**config.mk**
```make
export PLATFORM = sky130hd
export DESIGN_NAME = selector_juego_flat
export DESIGN_NICKNAME = d
export VERILOG_FILES = /design/src/rtl/selector_juego_if.sv /design/src/rtl/selector_juego.sv /design/src/flat_wrapper.sv
export SDC_FILE = /design/constraint.sdc
export NUM_CORES = 1
export LEC_CHECK = 0
export BUFFER_PORTS_ARGS = -buffer_cell sky130_fd_sc_hd__buf_2
export CORE_UTILIZATION = 50
export CTS_CLUSTER_SIZE = 30
export DETAILED_ROUTE_END_ITERATION = 8
export PLACE_DENSITY_LB_ADDON = 0.05
export SYNTH_ARGS = -nofsm -noshare
export SYNTH_HDL_FRONTEND = slang
export SYNTH_SLANG_ARGS = --single-unit
```
**constraint.sdc**
```tcl
create_clock -name clk -period 3.8 [get_ports clk]
set_input_delay 0.76 -clock clk [delete_from_list [all_inputs] [get_ports clk]]
set_output_delay 0.76 -clock clk [all_outputs]
set_load 0.02 [all_outputs]
```
**src/rtl/selector_juego_if.sv**
```systemverilog
// ---------------------------------------------------------------------------
// selector_juego_if
// Bundles the game-selector user inputs and the selection/reset outputs.
//   btn_next, btn_prev, btn_restart : raw asynchronous buttons, active-high
//   i_direct_sel [6:0]              : clk-synchronous one-hot direct-select pulse
//   o_gamesel    [6:0]              : registered one-hot game select
//   o_chip_reset                    : active-high reset to the AY core
//   o_busy                          : selector is holding the core in reset
// Modports: master drives the inputs (keyboard/buttons side), slave is the
// selector itself.
// ---------------------------------------------------------------------------
interface selector_juego_if;
    logic       btn_next;
    logic       btn_prev;
    logic       btn_restart;
    logic [6:0] i_direct_sel;
    logic [6:0] o_gamesel;
    logic       o_chip_reset;
    logic       o_busy;

    modport master (
        output btn_next, btn_prev, btn_restart, i_direct_sel,
        input  o_gamesel, o_chip_reset, o_busy
    );

    modport slave (
        input  btn_next, btn_prev, btn_restart, i_direct_sel,
        output o_gamesel, o_chip_reset, o_busy
    );
endinterface

```
**src/rtl/selector_juego.sv**
```systemverilog
// ---------------------------------------------------------------------------
// selector_juego
// Game selection sequencer for the AY-3-8500 pong core. Raw buttons are
// synchronised and debounced; their press edges, together with one-cycle
// direct-select pulses, change a one-hot game select. Every change or restart
// holds the core in reset for RESET_CYCLES cycles, during which new events
// are dropped.
// Ports:
//   clk    : system clock
//   reset  : asynchronous, active-low reset
//   bus    : selector_juego_if.slave (buttons, direct select, outputs)
// Parameters:
//   DEBOUNCE_CYCLES : stable cycles before a button level is accepted (>=2)
//   RESET_CYCLES    : cycles o_chip_reset stays high per (re)start (>=1)
//   SKIP_EXTRA      : 1 = next/prev cycling skips the extra game (bit 6)
// ---------------------------------------------------------------------------
module selector_juego #(
    parameter int DEBOUNCE_CYCLES = 65536,
    parameter int RESET_CYCLES    = 1024,
    parameter int SKIP_EXTRA      = 1
) (
    input  logic             clk,
    input  logic             reset,
    selector_juego_if.slave  bus
);

    localparam int DB_W = (DEBOUNCE_CYCLES > 2) ? $clog2(DEBOUNCE_CYCLES) : 1;
    localparam int RC_W = (RESET_CYCLES > 2) ? $clog2(RESET_CYCLES) : 1;
    localparam logic [DB_W-1:0] DB_MAX = DB_W'(DEBOUNCE_CYCLES - 1);
    localparam logic [RC_W-1:0] RC_MAX = RC_W'(RESET_CYCLES - 1);

    localparam logic [0:0] IDLE = 1'b0;
    localparam logic [0:0] HOLD = 1'b1;

    // Button index: 0 = next, 1 = prev, 2 = restart
    logic [2:0]      btn_raw;
    logic [2:0]      sync1;
    logic [2:0]      sync2;
    logic [2:0]      stable;
    logic [2:0]      ev;
    logic [DB_W-1:0] db_cnt [3];

    logic [0:0]      state;
    logic [RC_W-1:0] hold_cnt;
    logic [6:0]      gamesel;
    logic            chip_reset;
    logic            busy;

    logic            do_action;
    logic [6:0]      next_sel;

    function automatic logic is_onehot(input logic [6:0] d);
        return (d != 7'd0) && ((d & (d - 7'd1)) == 7'd0);
    endfunction

    // Forward step; the wrap point depends on whether the extra game is in the cycle.
    // From the extra game itself, forward always lands on tennis.
    function automatic logic [6:0] rot_next(input logic [6:0] g);
        if (g[6] || ((SKIP_EXTRA != 0) && g[5]))
            return 7'b0000001;
        return {g[5:0], 1'b0};
    endfunction

    // Backward step; from the extra game a plain shift already lands on rifle2.
    function automatic logic [6:0] rot_prev(input logic [6:0] g);
        if (g[0])
            return (SKIP_EXTRA != 0) ? 7'b0100000 : 7'b1000000;
        return {1'b0, g[6:1]};
    endfunction

    assign btn_raw = {bus.btn_restart, bus.btn_prev, bus.btn_next};

    // Synchroniser and debouncer; ev pulses for one cycle on an accepted press.
    always_ff @(posedge clk or negedge reset) begin
        if (!reset) begin
            sync1  <= '0;
            sync2  <= '0;
            stable <= '0;
            ev     <= '0;
            for (int i = 0; i < 3; i++)
                db_cnt[i] <= '0;
        end else begin
            sync1 <= btn_raw;
            sync2 <= sync1;
            for (int i = 0; i < 3; i++) begin
                ev[i] <= 1'b0;
                if (sync2[i] == stable[i]) begin
                    db_cnt[i] <= '0;
                end else if (db_cnt[i] == DB_MAX) begin
                    stable[i] <= sync2[i];
                    db_cnt[i] <= '0;
                    ev[i]     <= sync2[i];
                end else begin
                    db_cnt[i] <= db_cnt[i] + 1'b1;
                end
            end
        end
    end

    // One action per IDLE cycle: direct select > restart > next alone > prev alone.
    // Next and prev together cancel out.
    always_comb begin
        do_action = 1'b0;
        next_sel  = gamesel;
        if (is_onehot(bus.i_direct_sel)) begin
            do_action = 1'b1;
            next_sel  = bus.i_direct_sel;
        end else if (ev[2]) begin
            do_action = 1'b1;
        end else if (ev[0] && !ev[1]) begin
            do_action = 1'b1;
            next_sel  = rot_next(gamesel);
        end else if (ev[1] && !ev[0]) begin
            do_action = 1'b1;
            next_sel  = rot_prev(gamesel);
        end
    end

    // Selection FSM; hold_cnt counts down so the core sees exactly RESET_CYCLES of reset.
    always_ff @(posedge clk or negedge reset) begin
        if (!reset) begin
            state      <= HOLD;
            hold_cnt   <= RC_MAX;
            gamesel    <= 7'b0000001;
            chip_reset <= 1'b1;
            busy       <= 1'b1;
        end else begin
            case (state)
                IDLE: begin
                    if (do_action) begin
                        gamesel    <= next_sel;
                        hold_cnt   <= RC_MAX;
                        chip_reset <= 1'b1;
                        busy       <= 1'b1;
                        state      <= HOLD;
                    end
                end
                HOLD: begin
                    if (hold_cnt == '0) begin
                        chip_reset <= 1'b0;
                        busy       <= 1'b0;
                        state      <= IDLE;
                    end else begin
                        hold_cnt <= hold_cnt - 1'b1;
                    end
                end
                default: state <= IDLE;
            endcase
        end
    end

    assign bus.o_gamesel    = gamesel;
    assign bus.o_chip_reset = chip_reset;
    assign bus.o_busy       = busy;

endmodule
```
**src/flat_wrapper.sv**
```systemverilog
// flat-port wrapper written by rule: the top's interface ports become plain ports
module selector_juego_flat 
#(
    parameter int DEBOUNCE_CYCLES = 65536,
    parameter int RESET_CYCLES    = 1024,
    parameter int SKIP_EXTRA      = 1
)
  (clk, reset, bus_btn_next, bus_btn_prev, bus_btn_restart, bus_i_direct_sel, bus_o_gamesel, bus_o_chip_reset, bus_o_busy);
  selector_juego_if bus_i ();
  input  logic clk;
  input  logic reset;
  input wire logic [$bits(bus_i.btn_next)-1:0] bus_btn_next;
  input wire logic [$bits(bus_i.btn_prev)-1:0] bus_btn_prev;
  input wire logic [$bits(bus_i.btn_restart)-1:0] bus_btn_restart;
  input wire logic [$bits(bus_i.i_direct_sel)-1:0] bus_i_direct_sel;
  output wire logic [$bits(bus_i.o_gamesel)-1:0] bus_o_gamesel;
  output wire logic [$bits(bus_i.o_chip_reset)-1:0] bus_o_chip_reset;
  output wire logic [$bits(bus_i.o_busy)-1:0] bus_o_busy;
  assign bus_i.btn_next = bus_btn_next;
  assign bus_i.btn_prev = bus_btn_prev;
  assign bus_i.btn_restart = bus_btn_restart;
  assign bus_i.i_direct_sel = bus_i_direct_sel;
  assign bus_o_gamesel = bus_i.o_gamesel;
  assign bus_o_chip_reset = bus_i.o_chip_reset;
  assign bus_o_busy = bus_i.o_busy;
  selector_juego #(.DEBOUNCE_CYCLES(DEBOUNCE_CYCLES), .RESET_CYCLES(RESET_CYCLES), .SKIP_EXTRA(SKIP_EXTRA)) u_core (.clk(clk), .reset(reset), .bus(bus_i));
endmodule
```
==> impl_metrics.toml <==
[die]
initial_utilization_pct = 52.3
dieWidth_um = 89.6
dieArea_sq_um = 8030
fp-row-count = 31
die_height_um = 89.6
placeable_core_region_sq_um = 7330
boundaryPins = 21

[synth]
synth-edff-count = 0
seq_area_frac_synth_pct = 52.0
post_synth_arst_share_pct = 100
synth-main-ff-cell = "dfrtp_1"
synth_area_sq_um = 3840
synth_area_per_cell_sq_um = 10.2
postSynthCellCount = 375
ys_types = 51
synth-warning-count = 0
synth-seq-cells = 79
synth.net_count = 392

[setup_path]
crit_arrival_ns = 2.32
setup.worst_path.class = "in -> reg"
critPathBufInv = 1
critical_path_peak_fanout = 11
critPathMaxStageDelay_ns = 0.41
critPathTopFamily = "compound AO/OA/AOI/OAI gates"
critPathCaptureType = "register"
critical_path.cell_chain = "buf_2, xor2_1, a211oi_2, o2111a_2, nor2_1, or3_1"
critical_path.slowest_cell = "o2111a_2"
critPathRequiredTime_ns = 4.06
critPathLaunchType = "input port"

[sta]
skew_ns = 0.00959
finalMaxSlewViolations = 0
finalCriticalPeriod_ns = 2.06
setup_repair_after_global_routing_missed_its_margin = "no"
slew_headroom_pct = 35.6
report.final.setup_viol = 0
worstMarginPinSlew_ns = 0.967
max_clock_freq_mhz = 484
final.setup.tns_ns = 0
hold_viol = 0
worst_slack_ns = 1.74
layout_worst_path_cycle_share_pct = 54.3

[power]
leakage_uw = 0.00183
power.density_nw_per_um2 = 372
total_power_consumption_of_the_routed_design_uw = 1570
max-vdd-ir-drop_v = 0.000213

[global_routing]
antenna_found_initial = 0
via_count_of_the_first_global_routing_pass = 2485
grt_overflow_total = 0
pin_count_of_the_biggest_net_entering_global_routing = 80
grt_pass1_wl_um = 11000
grt.total_usage_pct = 17.9

[clock_network]
clk_pin_slew_ns = 0.07
post_cts_buffers = 0
clkLatencyLatePin_ns = 0.33
cts.sink_count = 79
ctsHoldBuffers = 0
cts-root-buf = "clkbuf_8"
cts-root-to-sink-buffers = 2
cts-buffers-inserted = 9
tritoncts = "yes"
ctsResizeCount = 0
htree_num_levels = 3

[cells_and_area]
synthToLayoutAreaGrowth_pct = 9.78
final_common_cell = "nor2_1"
num_antenna_cells = 0
drive_above_1_share_pct = 15.5
layout.nets = 412
most-common-layout-cells = "nor2_1, dfrtp_1, xor2_1, xnor2_1, nand2_1"

[placement]
dp_hpwl_um = 4240
numPortBuffers = 20
post-place-ws_ns = 1.37
finalWeightedCongestion = 0.884

[worst_hold_path]
hold_class = "reg -> reg"

[routing]
drt_first_pass_iters = 4
detail_route.drc_violations = 0
via_count = 2619
via_per_inst = 5.25
detail-route-antenna-nets = 0
detail_route.wirelength_um = 6250
detail_route.iter0.violations = 152
routed_wire_length_per_instance_um = 12.5

[status]
run_status = "completed"

[job]
max-cap-violations = 0
## cell families (layout without fill, tap and decap cells)
kind of cell	Yosys count	after routing	share of synthesized area (%)
DFF	79	79	52.0
and+or+nand+nor	178	178	23.4
adders and majority gates	5	5	1.63
AOI/OAI and AO/OA	35	35	7.47
buffers and inverters	23	48	2.74
muxes	5	5	1.40
xor gates and xnor gates	50	50	11.4
## cell type report
type,instances,area [sq um]
fill,617,3120
tap,99,124
clock buffer,13,169
clock inverter,3,40.0
timing repair buffer,20,103
multi-input combinational,273,1740
inverter,12,45.0
sequential,79,1990
## metrics by stage
step                utilization [%]  std cells  hold slack, ns  cell area [sq um]
floorplan                         -        375           0.331               3840
global route                   57.5        499           0.377               4210
global placement               54.6        483           0.337               4000
finish                         57.5        499           0.360               4210
detailed placement             54.6        483           0.343               4000
CTS                            57.5        499           0.359               4210
## layer usage
| metal | GRT usage [%] | up-vias | part of all wire [%] |
|---|---|---|---|
| met5 | 0 | - | 0 |
| met4 | 7.94 | 0 | 1.4 |
| met3 | 3.38 | 9 | 2.1 |
| met2 | 28.7 | 29 | 45 |
| met1 | 23.8 | 1253 | 51 |
| li1 | - | 1328 | - |
## path summary, 6_finish.rpt
kind	start	to	slack, ns	cells after the start
min in group asynchronous	reset	u_core.bus.o_gamesel[1]	0.56	1
min reg2reg	u_core.sync1[1]	u_core.sync2[1]	0.36	0
max reg2reg	u_core.db_cnt[16]	u_core.db_cnt[20]	1.79	6
max	bus_i_direct_sel[4]	u_core.hold_cnt[4]	1.74	6
min	u_core.sync1[1]	u_core.sync2[1]	0.36	0
max in group asynchronous	reset	u_core.db_cnt[8]	2.59	1
## Yosys cell counts (5+ instances only)
cell type,count,share of area (%)
nor3b_1,5,0.98
nand2_1,23,2.3
and3_1,9,1.5
inv_1,12,1.2
dfstp_2,13,8.9
ha_1,5,1.6
xnor2_1,23,5.3
xor2_1,27,6.2
nand3_1,18,2.3
dfrtp_1,66,43
nand4_1,10,1.6
a22oi_1,5,0.98
nor3_1,11,1.4
nor2_1,70,6.8
nor2b_1,6,0.98
## power breakdown
| part | switching, uW | total, uW | internal (uW) |
|---|---|---|---|
| combinational | 44.3 | 64.4 | 20.1 |
| sequential | 10.2 | 863 | 853 |
| clock | 285 | 641 | 356 |
## state kept, by name, summed over array words and instances (netlist names), 3 cells and up
| register | cells |
|---|---|
| u_core.ev | 3 |
| u_core.sync2 | 3 |
| u_core.db_cnt | 48 |
| u_core.stable | 3 |
| u_core.sync1 | 3 |
| u_core.bus.o_gamesel | 7 |
| u_core.hold_cnt | 10 |
Power figures use the tool's default switching activity.
